[src/rtl/dmem_arbiter.sv]
// Shares the single-port data memory between the pipeline MEM stage (fixed priority)
// and a debug/loader port whose wait is bounded by a saturating denial counter.
module dmem_arbiter #(
  parameter int AW       = 8,
  parameter int DW       = 8,
  parameter int MAX_WAIT = 4
) (
  input  logic          clk,
  input  logic          rst_n,
  input  logic          cpu_req,
  input  logic          cpu_we,
  input  logic [AW-1:0] cpu_addr,
  input  logic [DW-1:0] cpu_wdata,
  output logic [DW-1:0] cpu_rdata,
  output logic          cpu_stall,
  input  logic          dbg_req,
  input  logic          dbg_we,
  input  logic [AW-1:0] dbg_addr,
  input  logic [DW-1:0] dbg_wdata,
  output logic          dbg_ack,
  output logic [DW-1:0] dbg_rdata,
  output logic          dbg_rvalid,
  output logic [AW-1:0] mem_addr,
  output logic          mem_wren,
  output logic [DW-1:0] mem_wdata,
  input  logic [DW-1:0] mem_rdata
);

  localparam logic [3:0] MaxWait = 4'(MAX_WAIT);

  logic [3:0]    wait_cnt_q, wait_cnt_d;
  logic [DW-1:0] dbg_rdata_q, dbg_rdata_d;
  logic          dbg_rvalid_q, dbg_rvalid_d;
  logic          dbg_gnt, cpu_gnt;

  always_comb begin
    dbg_gnt = dbg_req & (~cpu_req | (wait_cnt_q == MaxWait));
    cpu_gnt = cpu_req & ~dbg_gnt;

    // Idle cycles still present the CPU address so a speculative read is harmless.
    mem_addr  = cpu_addr;
    mem_wdata = cpu_wdata;
    mem_wren  = 1'b1;
    if (dbg_gnt) begin
      mem_addr  = dbg_addr;
      mem_wdata = dbg_wdata;
      mem_wren  = ~dbg_we;
    end else if (cpu_gnt) begin
      mem_wren  = ~cpu_we;
    end
    if (!rst_n) begin
      mem_wren = 1'b1;
    end

    wait_cnt_d = '0;
    if (dbg_req & ~dbg_gnt) begin
      wait_cnt_d = (wait_cnt_q == MaxWait) ? MaxWait : wait_cnt_q + 4'd1;
    end

    dbg_rvalid_d = dbg_gnt & ~dbg_we;
    dbg_rdata_d  = dbg_rvalid_d ? mem_rdata : dbg_rdata_q;
  end

  always_ff @(posedge clk or negedge rst_n) begin
    if (!rst_n) begin
      wait_cnt_q   <= '0;
      dbg_rdata_q  <= '0;
      dbg_rvalid_q <= 1'b0;
    end else begin
      wait_cnt_q   <= wait_cnt_d;
      dbg_rdata_q  <= dbg_rdata_d;
      dbg_rvalid_q <= dbg_rvalid_d;
    end
  end

  assign cpu_rdata  = mem_rdata;
  assign cpu_stall  = cpu_req & ~cpu_gnt;
  assign dbg_ack    = dbg_gnt;
  assign dbg_rdata  = dbg_rdata_q;
  assign dbg_rvalid = dbg_rvalid_q;

endmodule

[config.mk]
export PLATFORM = sky130hd
export DESIGN_NAME = dmem_arbiter
export DESIGN_NICKNAME = d
export VERILOG_FILES = /design/src/rtl/dmem_arbiter.sv
export SDC_FILE = /design/constraint.sdc
export NUM_CORES = 1
export LEC_CHECK = 0
export BUFFER_PORTS_ARGS = -buffer_cell sky130_fd_sc_hd__buf_2
export CAP_MARGIN = 25
export CELL_PAD_IN_SITES_DETAIL_PLACEMENT = 1
export CELL_PAD_IN_SITES_GLOBAL_PLACEMENT = 1
export CORE_ASPECT_RATIO = 0.5
export CORE_UTILIZATION = 24
export DETAILED_ROUTE_END_ITERATION = 6
export PLACE_DENSITY = 0.77
export RECOVER_POWER = 25
export SKIP_LAST_GASP = 1
export SLEW_MARGIN = 5
export SYNTH_ARGS = -nofsm -noshare
export SYNTH_HDL_FRONTEND = slang
export SYNTH_SLANG_ARGS = --single-unit
[constraint.sdc]
create_clock -name clk -period 1.8 [get_ports clk]
set_input_delay 0.09 -clock clk [delete_from_list [all_inputs] [get_ports clk]]
set_output_delay 0.09 -clock clk [all_outputs]
set_load 0.02 [all_outputs]
# Yosys cells after proc, flatten, opt, wreduce, memory -nomap -nowiden
# Cells that the tools add are included.
# totals
rom_bits	0
ff_bits	13
elab_cells	23
output_inout_bits	36
ram_bits	0
in_bits	46
mem_count	0
latch_bits	0
# classes
n_reduce_logical	0
n_mul	0
bitwise_logic	11
n_mux	7
eq_ne	1
div	0
order_cmp	0
shift	0
add_sub_neg	1
# ops
op	n
8-bit 2-to-1 mux	2
4-bit 2-to-1 mux	2
1-bit bitwise AND	5
1-bit NOT	5
4-bit by 1-bit adder with 4-bit output, second input constant	1
4-bit by 3-bit equality test with 1-bit output, second input constant	1
1-bit 2-to-1 mux	3
1-bit bitwise OR	1

# Longest topological paths before layout
# logic_depth
ltp_word	8
mapped_depth	6
depth_no_buf	5

# Worst setup path after synthesis
# No wires, ideal clock.
# synth_timing
path_type	reg-to-output
start	register wait_cnt_q[0]
end	output mem_addr[0]
t_arrival_ns	1.638
required_time_ns	1.710
stages_incl_launch_ff	7
path_slack_ns	0.072
path_cell_list	dfrtp_1 -> inv_1 -> ha_1 -> nand3b_4 -> a21oi_4 -> buf_6 -> mux2_2
# synth_via
elab_chain_cells	4
# synth_lines
element	line_no	text
start: declaration	31	logic [3:0] wait_cnt_q, wait_cnt_d;
start signal: assignment	70	wait_cnt_q <= wait_cnt_d;
4-bit by 3-bit equality test with 1-bit output	37	dbg_gnt = dbg_req & (~cpu_req | (wait_cnt_q == MaxWait));
1-bit bitwise OR	37	
1-bit bitwise AND	37	
net dbg_ack	20	output logic dbg_ack,
8-bit 2-to-1 mux	44	if (dbg_gnt) begin
end: declaration	23	output logic [AW-1:0] mem_addr,
# The timed path passes the listed nets, and every way through them passes these cells.

# Final worst setup path
# layout_timing
start	register wait_cnt_q[1]
end	output mem_addr[6]
# layout_via
elab_chain_cells	4
# layout_lines
element	line_no
4-bit by 3-bit equality test with 1-bit output	37
1-bit bitwise OR	37
1-bit bitwise AND	37
8-bit 2-to-1 mux	44
# No other way between the ends.

==> results.md <==
- Number of levels the H-tree was split into: 1
- Measured slew at the worst slew-check pin: 340.1 ps
- Count leader, synth: sky130_fd_sc_hd__mux2_2
- Synth-to-layout area growth: 72.85%
- Compound-Gate Fraction of Synth Area: 0.06486
- Height of the die: between 40 and 50 µm
- Critical path cell sequence: inv_2 -> ha_4 -> nand3b_4 -> a21oi_4 -> buf_8 -> mux2_2 -> buf_2
- Number of buffers between clock root and the deepest sink: 2
- Pins Over Slew Limit: 0
- Fmax: approximately 520 MHz
- Result of the run: complete, but fails checks
- Clock root buffer: sky130_fd_sc_hd__clkbuf_8
- Combinational family with the most area after synthesis: multiplexers
- Fraction of synthesis flops using an asynchronous set or reset pin: 1.000
- Cell with the largest stage delay on the worst path: sky130_fd_sc_hd__dfrtp_1
- Cell Area, Synth: approximately 830 µm²
- Maximum VDD drop: 0.0002271 V
- Num rows: 14
- TritonCTS clock tree: yes
- Final sum of negative setup slack: -1555 ps
- Routability congestion estimate from global placement: just over 0.7
- Post-DR vias/cell: between 4 and 5
- Number of cells produced by synthesis: between 60 and 70
- Top cells by instance count after synthesis: 24 x sky130_fd_sc_hd__mux2_2, 13 x sky130_fd_sc_hd__dfrtp_1, 8 x sky130_fd_sc_hd__buf_4, 4 x sky130_fd_sc_hd__inv_1, 4 x sky130_fd_sc_hd__nor2_1
- Arrival time of data at the critical path endpoint: about 1800 ps
- Fraction of synthesized cell area taken by the top area cell type: 0.3922
- DRC violation total after the first TritonRoute iteration: 19
- Fraction of synthesized cell area in xor and xnor cells: 0.02112
- Worst path required time: roughly 1700 ps
- Setup WS pre-CTS: -6.651 ps
- Worst-case hold slack: 93.77 ps
- Fraction of final layout cells sized beyond drive strength 1: 0.7616
- Slew headroom: 0.7733
- Kind of critical path: flop to primary output
- Core region area: ~0.0031 mm²
- Final routed wire length divided by cell count: roughly 17 µm
- CP startpoint kind: flop
- Total CTS buffers: 3
- Post-layout min period: 1919 ps
- Share of synthesized cell area in and, or, nand and nor gates: 0.06184
- Post-route insts no fill: approximately 190
- Overall global routing resource usage: 0.1739
- Kind of cell adding the most delay to the critical path: buffers and inverters
- PortBufs: 81
- Number of storage elements in the synthesis netlist: 13
- Cell types occupying the most area after synthesis: sky130_fd_sc_hd__dfrtp_1 39%, sky130_fd_sc_hd__mux2_2 33%, sky130_fd_sc_hd__buf_4 7.2%
- Initial DRT Pass Iterations: 2
- Most used flip-flop cell after synthesis: sky130_fd_sc_hd__dfrtp_1
- Number of synthesized flops with an enable pin: 0
- First element of the critical path: wait_cnt_q[1]
- Largest net degree at the start of global routing: 16
- Static leakage: roughly 0.00074 µW
- Effective utilization at floorplan: 0.2646
- Worst R2R Path Depth: 7
- First-pass GRT wire length: 4802 µm
- Number of sinks on the clock net: 13
- Number of routed nets with antenna violations: 0
- Worst R2R Start: wait_cnt_q[1]
- Post-Route Utilization: 0.4573
- Crit path capture type: primary output
- Number of nets in the layout: 200
- Sequential element share of the synthesized area: 0.3922
- Skew-Pair Late Insertion Delay: around 250 ps
- Fraction of the mapped netlist area in adder cells: 0.03017
- Nets in the synthesized netlist: roughly 110
- Number of antenna diodes: 0
- Boundary pin count: 82
- Maximum clock skew at final layout: 3.027 ps
- Die extent in x: about 85 µm
- Mux share of post-synthesis cell area: 0.3258
- Setup repair after global routing missed its margin: true
- Max incr delay on CP: just under 400 ps
- Cell type with the largest total area after synthesis: sky130_fd_sc_hd__dfrtp_1
- Pwr Density: 694.0 mW/mm²
- # Max-Cap Violations: 0
- Final worst slack: -118.6 ps
- Number of antenna violations at the first check in global routing: 0
- Cell count of the worst hold path: 2
- Total placed cells including tap cells: 180
- Cell variety after synth: 16
- Total grt overflow: 0
- HPWL Detailed: between 2000 and 2500 µm
- Buffer and inverter count on the worst path: 3
- Top fanout value on the critical path: 10
- Detailed-route wire length: roughly 3200 µm
- Number of global-route vias before repair: 1000
- Clock slew seen by the registers of the worst setup and hold paths: approximately 50 ps
- Final count of hold timing violations: 0
- Hold Startpoint: mem_rdata[6]
- Finish-stage setup viols: 17
- Path class of the lowest-slack min-delay path: input pin to flop
- Portion of the clock cycle consumed by the worst path in the final layout: 1.066
- Violated checks: setup timing
- Worst path depth: 7
- Mean cell area of the mapped netlist: roughly 13 µm²
- Final routed DRC violation total: 0
- Die ar.: 0.003710 mm²
- Warnings, synthesis: 0
- Overall via count from detail_route: 839
-- registers in the layout (all words and copies together) (netlist names) --
register and cells:
dbg_rdata 8, wait_cnt_q 4, dbg_rvalid 1
-- final cells by class --
class | instances | area [µm²]
flip-flops and latches | 13 | 325.3
well taps | 40 | 50.05
inverters | 4 | 15.01
repair buffers | 90 | 539.3
clock buffers | 4 | 45.04
fillers | 377 | 1702
multi-input cells | 40 | 459.2
-- per-layer routing --
layer / track usage / share of wire / vias up
li1: - / - / 394
met1: 0.1702 / 0.35 / 406
met2: 0.3710 / 0.59 / 32
met3: 0.03238 / 0.041 / 7
met4: 0.06780 / 0.020 / 0
met5: 0 / 0 / -
-- cell families after synthesis --
group | Yosys count
buffers and inverters | 13
adder cells (fa/ha/maj) | 2
multiplexers | 24
flip-flops | 13
XOR/XNOR | 2
AO/OA/AOI/OAI | 4
AND/OR/NAND/NOR | 8
-- path summary, 6_finish.rpt --
check | end | slack (ps)
min reg2reg | dbg_rdata[2] | 500
min | dbg_rdata[6] | 90
min in group asynchronous | wait_cnt_q[2] | 270
max reg2reg | dbg_rdata[3] | 60
max | mem_addr[6] | -120
max in group asynchronous | dbg_rdata[0] | 1280
-- per-stage QoR --
stage / cell area, µm² / total power (µW)
2_1_floorplan: 829.5 / 553.0
3_3_place_gp: 1241 / 675.8
3_5_place_dp: 1241 / 691.2
4_1_cts: 1470 / 1002
5_1_grt: 1434 / 1041
6_report: 1434 / 995.1
-- where the power goes --
group	internal (µW)	switching, µW	leakage, µW	total [µW]
registers	330	18.3	0.000163	348
clock network	156	103	0.0000228	260
logic	183	205	0.000549	388
-- cells in the final DEF (no fill, tap or decap) --
master,synthesis,routed
sky130_fd_sc_hd__ha_4,0,1
sky130_fd_sc_hd__nand3_1,2,2
sky130_fd_sc_hd__inv_2,0,2
sky130_fd_sc_hd__mux2_2,24,17
sky130_fd_sc_hd__clkbuf_1,0,9
sky130_fd_sc_hd__o2111a_1,1,1
sky130_fd_sc_hd__nand3b_4,1,1
sky130_fd_sc_hd__xnor2_1,1,1
sky130_fd_sc_hd__buf_6,1,11
sky130_fd_sc_hd__buf_4,8,6
sky130_fd_sc_hd__xor2_1,1,1
sky130_fd_sc_hd__a211oi_4,1,1
sky130_fd_sc_hd__buf_2,0,63
sky130_fd_sc_hd__a21oi_4,1,1
sky130_fd_sc_hd__a31oi_1,1,1
sky130_fd_sc_hd__dfrtp_1,13,13
sky130_fd_sc_hd__inv_1,4,2
sky130_fd_sc_hd__ha_1,2,1
sky130_fd_sc_hd__mux2_4,0,7
sky130_fd_sc_hd__buf_8,0,1
sky130_fd_sc_hd__and2_4,0,1
sky130_fd_sc_hd__nor2_1,4,4
sky130_fd_sc_hd__clkbuf_8,0,3
sky130_fd_sc_hd__dlygate4sd3_1,0,1
-- timing repair --
action / in CTS / in global routing
hold endpoints to repair: 13 / 0
gates resized for setup: 32 / 5
cloned: 1 / 1
setup buffers: 6 / 0
endpoints found under the setup margin: 18 / 26
hold buffers: 1 / 0
pin swaps: 2 / 2
Power figures use the tool's default switching activity.
